$ cat config.mk
export PLATFORM = sky130hd
export DESIGN_NAME = ddr5_req_intake_queue
export DESIGN_NICKNAME = d
export VERILOG_FILES = /design/src/rtl/ddr5_req_intake_queue.sv
export SDC_FILE = /design/constraint.sdc
export NUM_CORES = 1
export LEC_CHECK = 0
export ABC_AREA = 1
export BUFFER_PORTS_ARGS = -buffer_cell sky130_fd_sc_hd__clkbuf_2
export CAP_MARGIN = 0
export CORE_MARGIN = 3
export CORE_UTILIZATION = 29
export DETAILED_ROUTE_END_ITERATION = 6
export MAX_ROUTING_LAYER = met4
export SKIP_LAST_GASP = 1
export SLEW_MARGIN = 40
export SYNTH_ARGS = -nofsm -noshare
export SYNTH_HDL_FRONTEND = slang
export SYNTH_SLANG_ARGS = --single-unit
$ cat constraint.sdc
create_clock -name clk -period 7.12 [get_ports clk]
set_clock_uncertainty 0.2 [all_clocks]
set_input_delay 0.356 -clock clk [delete_from_list [all_inputs] [get_ports clk]]
set_output_delay 0.356 -clock clk [all_outputs]
set_load 0.01 [all_outputs]
$ cat src/rtl/ddr5_req_intake_queue.sv
// ---------------------------------------------------------------------------
// ddr5_req_intake_queue
// Intake stage of the DDR5 command scheduler. It gates each CPU trace request
// on its arrival timestamp, decodes the physical address into DDR5 topology
// fields, and buffers the result in an in-order queue. The scheduler pops
// entries from the head of that queue.
//
// Ports
//   clk, rst_n        : CPU-domain clock; asynchronous active-low reset
//   in_valid/in_ready : request handshake. in_ready = !full && now >= in_time
//   in_time           : arrival timestamp, in CPU cycles
//   in_core           : core ID of the issuing core
//   in_op             : 0=read, 1=write, 2=ifetch, 3=illegal (dropped)
//   in_addr           : 36-bit physical address; bits [35:34] are ignored
//   out_valid/out_pop : head-of-queue handshake towards the scheduler
//   out_*             : decoded fields and age of the head entry
//   now               : free-running CPU cycle counter
//   count/full/empty  : queue occupancy
//   err_drop          : one-cycle pulse after an illegal op is consumed
//
// Optional feature
//   REQQ_FASTFWD_EN : when the queue is empty and the offered request lies
//                     in the future, now jumps straight to in_time. This
//                     skips idle gaps in the trace.
// ---------------------------------------------------------------------------
module ddr5_req_intake_queue #(
  parameter int unsigned DEPTH  = 16,
  parameter int unsigned CORE_W = 4,
  parameter int unsigned AGE_W  = 8,
  localparam int unsigned PTR_W = $clog2(DEPTH),
  localparam int unsigned CNT_W = PTR_W + 1
) (
  input  logic              clk,
  input  logic              rst_n,
  input  logic              in_valid,
  output logic              in_ready,
  input  logic [31:0]       in_time,
  input  logic [CORE_W-1:0] in_core,
  input  logic [1:0]        in_op,
  input  logic [35:0]       in_addr,
  output logic              out_valid,
  input  logic              out_pop,
  output logic [31:0]       out_time,
  output logic [CORE_W-1:0] out_core,
  output logic [1:0]        out_op,
  output logic [15:0]       out_row,
  output logic [9:0]        out_col,
  output logic [1:0]        out_bank,
  output logic [2:0]        out_bg,
  output logic              out_channel,
  output logic [1:0]        out_byte_sel,
  output logic [AGE_W-1:0]  out_age,
  output logic [31:0]       now,
  output logic [CNT_W-1:0]  count,
  output logic              full,
  output logic              empty,
  output logic              err_drop
);

  localparam logic [1:0] OP_ILLEGAL = 2'd3;

  // One stored request, already decoded into DDR5 topology fields.
  typedef struct packed {
    logic [31:0]       t;
    logic [CORE_W-1:0] core;
    logic [1:0]        op;
    logic [15:0]       row;
    logic [9:0]        col;
    logic [1:0]        bank;
    logic [2:0]        bg;
    logic              channel;
    logic [1:0]        byte_sel;
  } entry_t;

  logic [PTR_W-1:0] wr_ptr_q, rd_ptr_q;
  logic [CNT_W-1:0] cnt_q, cnt_d;
  logic [31:0]      now_q, now_d;
  logic             full_q, empty_q, err_q;
  logic             accept, push, pop, drop;
  entry_t           wr_entry;
  entry_t           mem [DEPTH];
  logic [AGE_W-1:0] age [DEPTH];
  logic             unused_addr_hi;

  // The two top address bits do not map to any DDR5 field.
  assign unused_addr_hi = ^in_addr[35:34];

  // Request handshake. Holding it low during reset keeps stale trace requests out.
  assign in_ready = rst_n && !full_q && (now_q >= in_time);
  assign accept   = in_valid && in_ready;
  assign push     = accept && (in_op != OP_ILLEGAL);
  assign drop     = accept && (in_op == OP_ILLEGAL);
  assign pop      = out_pop && !empty_q;

  // Address decode into row / column / bank / bank group / channel / byte.
  always_comb begin
    wr_entry          = '0;
    wr_entry.t        = in_time;
    wr_entry.core     = in_core;
    wr_entry.op       = in_op;
    wr_entry.row      = in_addr[33:18];
    wr_entry.col      = {in_addr[17:12], in_addr[5:2]};
    wr_entry.bank     = in_addr[11:10];
    wr_entry.bg       = in_addr[9:7];
    wr_entry.channel  = in_addr[6];
    wr_entry.byte_sel = in_addr[1:0];
  end

  // Occupancy. A full queue never pushes, so push and pop together keep it steady.
  always_comb begin
    cnt_d = cnt_q;
    case ({push, pop})
      2'b10:   cnt_d = cnt_q + CNT_W'(1);
      2'b01:   cnt_d = cnt_q - CNT_W'(1);
      default: cnt_d = cnt_q;
    endcase
  end

  // Next value of the cycle counter.
  always_comb begin
    now_d = now_q + 32'd1;
`ifdef REQQ_FASTFWD_EN
    if (empty_q && in_valid && (in_time > now_q)) begin
      now_d = in_time;
    end
`endif
  end

  // Control state: pointers, occupancy flags, time base, drop pulse.
  always_ff @(posedge clk or negedge rst_n) begin
    if (!rst_n) begin
      wr_ptr_q <= '0;
      rd_ptr_q <= '0;
      cnt_q    <= '0;
      full_q   <= 1'b0;
      empty_q  <= 1'b1;
      now_q    <= '0;
      err_q    <= 1'b0;
    end else begin
      if (push) begin
        wr_ptr_q <= wr_ptr_q + PTR_W'(1);
      end
      if (pop) begin
        rd_ptr_q <= rd_ptr_q + PTR_W'(1);
      end
      cnt_q   <= cnt_d;
      full_q  <= (cnt_d == CNT_W'(DEPTH));
      empty_q <= (cnt_d == '0);
      now_q   <= now_d;
      err_q   <= drop;
    end
  end

  // Entry payload storage. Contents are don't-care until written.
  always_ff @(posedge clk) begin
    if (push) begin
      mem[wr_ptr_q] <= wr_entry;
    end
  end

  // Saturating per-entry age. Slots that are not valid also count, but a
  // slot is cleared to zero whenever it is written, so only valid ages are seen.
  always_ff @(posedge clk) begin
    for (int i = 0; i < DEPTH; i++) begin
      if (push && (wr_ptr_q == PTR_W'(i))) begin
        age[i] <= '0;
      end else if (age[i] != '1) begin
        age[i] <= age[i] + AGE_W'(1);
      end
    end
  end

  // Head-of-queue view.
  assign out_valid    = !empty_q;
  assign out_time     = mem[rd_ptr_q].t;
  assign out_core     = mem[rd_ptr_q].core;
  assign out_op       = mem[rd_ptr_q].op;
  assign out_row      = mem[rd_ptr_q].row;
  assign out_col      = mem[rd_ptr_q].col;
  assign out_bank     = mem[rd_ptr_q].bank;
  assign out_bg       = mem[rd_ptr_q].bg;
  assign out_channel  = mem[rd_ptr_q].channel;
  assign out_byte_sel = mem[rd_ptr_q].byte_sel;
  assign out_age      = age[rd_ptr_q];

  assign now      = now_q;
  assign count    = cnt_q;
  assign full     = full_q;
  assign empty    = empty_q;
  assign err_drop = err_q;

endmodule

Word level (Yosys, flattened, before mapping). Memory sizes are Yosys's and may differ from the RTL's. Index checks and enable logic that the tools add are counted.

Register bits: 48. Memory bits (writable): 1280. Input bits: 78. Output and inout bits: 122. Logic and storage cells: 208. Memories kept: 2.

Add/subtract/negate cells: 21. $lt $le $gt $ge: 1. Equal/unequal tests: 36. Muxes and demuxes: 99. Bitwise gates (word level): 16. Reduce and logical (&&, ||, !) cells: 26.

Memory list: mem (words 16, bits a word 72, read ports 1, clocked after memory_dff 0, write ports 1, RTL line 81) `entry_t mem [DEPTH];`; age (words 16, bits a word 8, read ports 17, clocked after memory_dff 0, write ports 16, RTL line 82) `logic [AGE_W-1:0] age [DEPTH];`.

Operator list (number): adder 8 x 1 -> 8 bit (second input constant) (16); two-way mux 8 bit (16); inequality test 8 bit (second input constant) (16); two-way mux 1 bit (82); adder 32 x 1 -> 32 bit (second input constant) (1); == test 4 bit (second input constant) (8); greater-or-equal comparator 32 bit (1); logical AND 1 bit (22); == test 4 x 3 -> 1 bit (second input constant) (4); bitwise OR 1 bit (16); one-hot mux 5 bit (2 select lines) (1); adder 4 x 1 -> 4 bit (second input constant) (2); == test 4 x 2 -> 1 bit (second input constant) (2); adder 5 x 1 -> 5 bit (second input constant) (1); == test 5 bit (second input constant) (1); zero test 5 bit (1); subtractor 5 x 1 -> 5 bit (second input constant) (1); == test 2 bit (second input constant) (2); == test 4 x 1 -> 1 bit (second input constant) (1); zero test 4 bit (1); == test 2 x 1 -> 1 bit (second input constant) (1); zero test 1 bit (2); inequality test 2 bit (second input constant) (1).

Depth between registers and ports, before layout.
Depth in word-level cells: 9. Gate-level depth with buffers: 26. Depth with buffers taken out: 24.

Least setup slack after synthesis. No wires, ideal clock.

Path kind: reg-to-reg. Start: register now_q[15] (netlist: now[15]). End: memory mem[15][0] (netlist name), enable pin. Setup time: 0.504 ns. Data arrival time: 4.767 ns. Required time: 6.416 ns. Slack: 1.649 ns. Cell stages (with the launch flop): 14. Buffers on the path: 2. Clock period less this slack: 5.471 ns. Cell sequence: dfrtp_1 > ha_1 > nand2_1 > nor2_1 > nand2_1 > nor2_1 > nor2_1 > nand2_1 > nand2_1 > nand2_1 > nand4_1 > buf_4 > buf_4 > nor2_1.

Longest elaborated chain between the ends: 6.

RTL lines: start, declared (RTL line 77) `logic [31:0] now_q, now_d;`; start signal, assigned (RTL line 149) `now_q <= now_d;`; greater-or-equal comparator 32 bit (RTL line 89) `assign in_ready = rst_n && !full_q && (now_q >= in_time);`; logical AND 1 bit (RTL line 89); logical AND 1 bit (RTL line 90) `assign accept = in_valid && in_ready;`; logical AND 1 bit (RTL line 91) `assign push = accept && (in_op != OP_ILLEGAL);`; two-way mux 1 bit (RTL line 156) `if (push) begin`; two-way mux 1 bit (not written as such) (RTL line 157) `mem[wr_ptr_q] <= wr_entry;`; end, declared (RTL line 81).

Every way passes these cells.

Worst setup path in the final report.
Start: input in_time[31]. End: memory mem[7][9] (netlist name), enable pin.

Longest elaborated chain between the ends: 6.

RTL lines: start, declared (RTL line 37) `input logic [31:0] in_time,`; greater-or-equal comparator 32 bit (RTL line 89); logical AND 1 bit (RTL line 89); logical AND 1 bit (RTL line 90); logical AND 1 bit (RTL line 91); two-way mux 1 bit (RTL line 156); two-way mux 1 bit (not written as such) (RTL line 157).

Every way passes these cells.

==> flow_metrics.py <==
metrics = {
    "layout": {
        "drive_gt1_frac": 0.111,
        "fin_nets": 4629,
        "nFillCells": 18300,
        "area_delta_synth_final_pct": 16.7,
    },
    "routing": {
        "totalWireLength_mm": 151,
        "drtPass1Iterations": 5,
        "via_count": 35500,
        "drc": 0,
        "viasPerCell": 4.99,
        "drt-initial-drc-count": 3283,
        "wl_per_cell_um": 21.2,
        "ant_nets": 0,
    },
    "pwr": {
        "pwr-share-seq": 0.434,
        "power_density_mw_per_mm2": 312,
        "combPwrFrac": 0.210,
        "ir_drop_v": 0.000236,
        "swShare": 0.307,
        "p_leak_nw": 21.5,
        "switchingPower_mw": 6.15,
        "finalPower_mw": 20.0,
        "p_int_mw": 13.9,
        "clkPwrFrac": 0.356,
    },
    "setup_path": {
        "critPathMaxFanout": 46,
        "crit_required_ns": 7.34,
        "worstSetupPathType": "in2reg",
        "critPathCaptureType": "register",
        "slowest_delay_ns": 0.63,
        "reg2reg_depth": 12,
        "worstPathArrival_ns": 5.20,
        "start_kind": "input pin",
        "crit_chain": "dlygate4sd3_1 > clkbuf_2 > inv_1 > ha_1 > nand2_1 > nor2_1 > nand4_1 > a21oi_1 > nor2_1 > nand2_1 > nand4_1 > buf_6 > buf_4 > nor2_4 > buf_12",
        "critPathSlowestCell": "dlygate4sd3_1",
    },
    "clock_network": {
        "htreeDepth": 4,
        "root_buffer": "clkbuf_16",
        "cts_buffer_depth": 3,
        "cts_buffers": 139,
        "cts.sinks": 1328,
        "path_clk_slew_ns": 0.06,
        "cts_tree": "yes",
        "worstSkewPairLatency_ns": 0.77,
        "cts-resized-gates": 0,
    },
    "yosys": {
        "async_flop_share": 0.0361,
        "mappedNetlistArea_mm2": 0.0550,
        "synthesis.nets": 4428,
        "synth-seq-area-share": 0.720,
        "ys_seq_elements": 1328,
        "synth_area_leaders": "edfxtp_1 (70%), o21ai_0 (5.9%), nor2_1 (5.3%), o221ai_1 (3.5%), dfrtp_1 (2.1%)",
        "yosys.area.top_type": "edfxtp_1",
        "synth_top_area_frac": 0.698,
        "synth-main-ff-cell": "edfxtp_1",
        "synth_area_per_cell_um2": 12.8,
        "yosys_warnings": 0,
        "synth_edf_count": 1280,
        "synth.lib_cells_used.distinct": 45,
        "syn_inst": 4291,
        "yosysMostFrequentCell": "edfxtp_1",
        "yosys-top-cells-count": "edfxtp_1 (1280), nor2_1 (784), o21ai_0 (647)",
    },
    "global_route": {
        "grt.overflow.total": 0,
        "antenna_found_initial": 9,
        "grt_pass1_vias": 34500,
        "grt_max_degree": 184,
        "grt_pass1_wl_mm": 225,
        "grt_usage": 0.155,
    },
    "sta": {
        "finalSetupViolations": 0,
        "fin_setup_tns_ns": 0,
        "hold_viol": 0,
        "layout_min_cycle_time_ns": 4.98,
        "worst_pin_slew_ns": 0.869,
        "fmax_mhz": 201,
        "min_period_over_period": 0.700,
        "max-slew-margin-rel": 0.421,
        "rsz0062_at_grt": "no",
        "drv_slew": 0,
    },
    "status": {
        "status": "finished, final reports clean",
    },
    "floorplan": {
        "num_io_pins": 200,
        "fp.dieH_um": 442,
        "start_util": 0.292,
        "die_width_um": 442,
        "fp.dieArea_mm2": 0.195,
        "row_count": 159,
        "core_mm2": 0.188,
    },
    "flow_run": {
        "maxCapViolCount": 0,
    },
    "placement": {
        "gp_congestion": 0.791,
        "dp_hpwl_mm": 80.2,
        "portBuffers": 197,
    },
    "worst_hold_path": {
        "hp-class": "in2async",
    },
}
logic make-up (layout without fill, tap and decap cells):
| logic type | Yosys count | in the layout | share of synthesized area |
|---|---|---|---|
| AO/OA/AOI/OAI | 1118 | 1118 | 0.124 |
| XOR/XNOR | 132 | 132 | 0.0210 |
| adder cells (fa/ha/maj) | 59 | 59 | 0.0135 |
| buffers and inverters | 442 | 758 | 0.0311 |
| flip-flops | 1328 | 1328 | 0.720 |
| other | 0 | 2 | 0 |
| AND/OR/NAND/NOR | 1212 | 1212 | 0.0902 |
worst paths after layout:
path	from	end	slack, ns
worst max-delay path	in_time[31]	mem[7][9]	2.14
min in group clk	out_pop	rd_ptr_q[0]	0.29
worst max register to register	now[31]	mem[7][9]	2.68
max in group asynchronous	rst_n	rd_ptr_q[2]	6.13
worst min register to register	now[31]	now[31]	0.31
worst min-delay path	rst_n	now[22]	0.12
stage by stage:
| stage | utilization | cell area (µm²) | worst slack, ns | hold slack [ns] | instances |
|---|---|---|---|---|---|
| floorplan | - | 55000 | 1.65 | -0.140 | 4291 |
| global placement | 0.313 | 58900 | 1.97 | 0.282 | 6766 |
| detailed placement | 0.314 | 59000 | 2.05 | 0.306 | 6770 |
| CTS | 0.341 | 64200 | 2.19 | 0.199 | 7102 |
| global route | 0.341 | 64300 | 1.83 | 0.147 | 7104 |
| finish | 0.341 | 64300 | 2.14 | 0.123 | 7104 |
timing repair:
action	4_1_cts	5_1_grt
setup endpoints to repair	0	0
hold buffers	76	0
hold endpoints to repair	1203	0
setup buffers	0	0
power by group through the flow:
stage	combinational (mW)	sequential (mW)	clock, mW
floorplan	2.54	8.73	0
global placement	4.20	8.85	0
detailed placement	4.28	8.86	0
CTS	4.33	8.69	7.28
global route	4.65	8.69	7.59
finish	4.21	8.69	7.13
placed cells by master, fill, tap and decap left out, drive strengths merged, types with 2 or more instances in the layout:
master / n
edfxtp: 1280
nor2: 791
o21ai: 662
clkbuf: 370
o221ai: 223
nand2: 194
inv: 179
nand3: 173
xor2: 92
o211ai: 79
dlygate4sd3: 76
a21oi: 66
o22ai: 66
buf: 61
ha: 58
clkinv: 56
dfrtp: 47
xnor2: 40
nor3: 20
nand4: 18
o21bai: 16
bufinv: 9
clkinvlp: 7
nor4: 5
nor3b: 4
diode: 2
nand3b: 2
a21o: 2
and3: 2
or2: 2
routing by layer:
layer	wire, µm	track usage	part of all wire	vias to the layer above
li1	-	-	-	16300
met1	65400	0.201	0.43	17900
met2	74000	0.253	0.49	1018
met3	8050	0.0234	0.053	214
met4	3460	0.0430	0.023	0
met5	0	-	0	-
flip-flops by register name, summed over array words and instances (netlist names), 4 cells and up:
signal    cells
age         128
count         5
mem        1152
now          32
rd_ptr_q      4
wr_ptr_q      4
layout make-up:
type                       count  area [µm²]  share of cell area
clock buffer                 174        3700              0.0576
inverter                     169         662              0.0103
multi-input combinational   2521       13800               0.215
tap                         2495        3120              0.0486
antenna                        2        5.00           0.0000779
clock inverter                82         763              0.0119
timing repair buffer         333        2540              0.0395
sequential                  1328       39700               0.617
critical path, delay by kind of cell:
family | cells | cell delay [ns]
buf+inv | 6 | 2.28
compound gates | 1 | 0.59
simple gates | 7 | 1.49
fa+ha+maj | 1 | 0.36
Power figures use the tool's default switching activity.
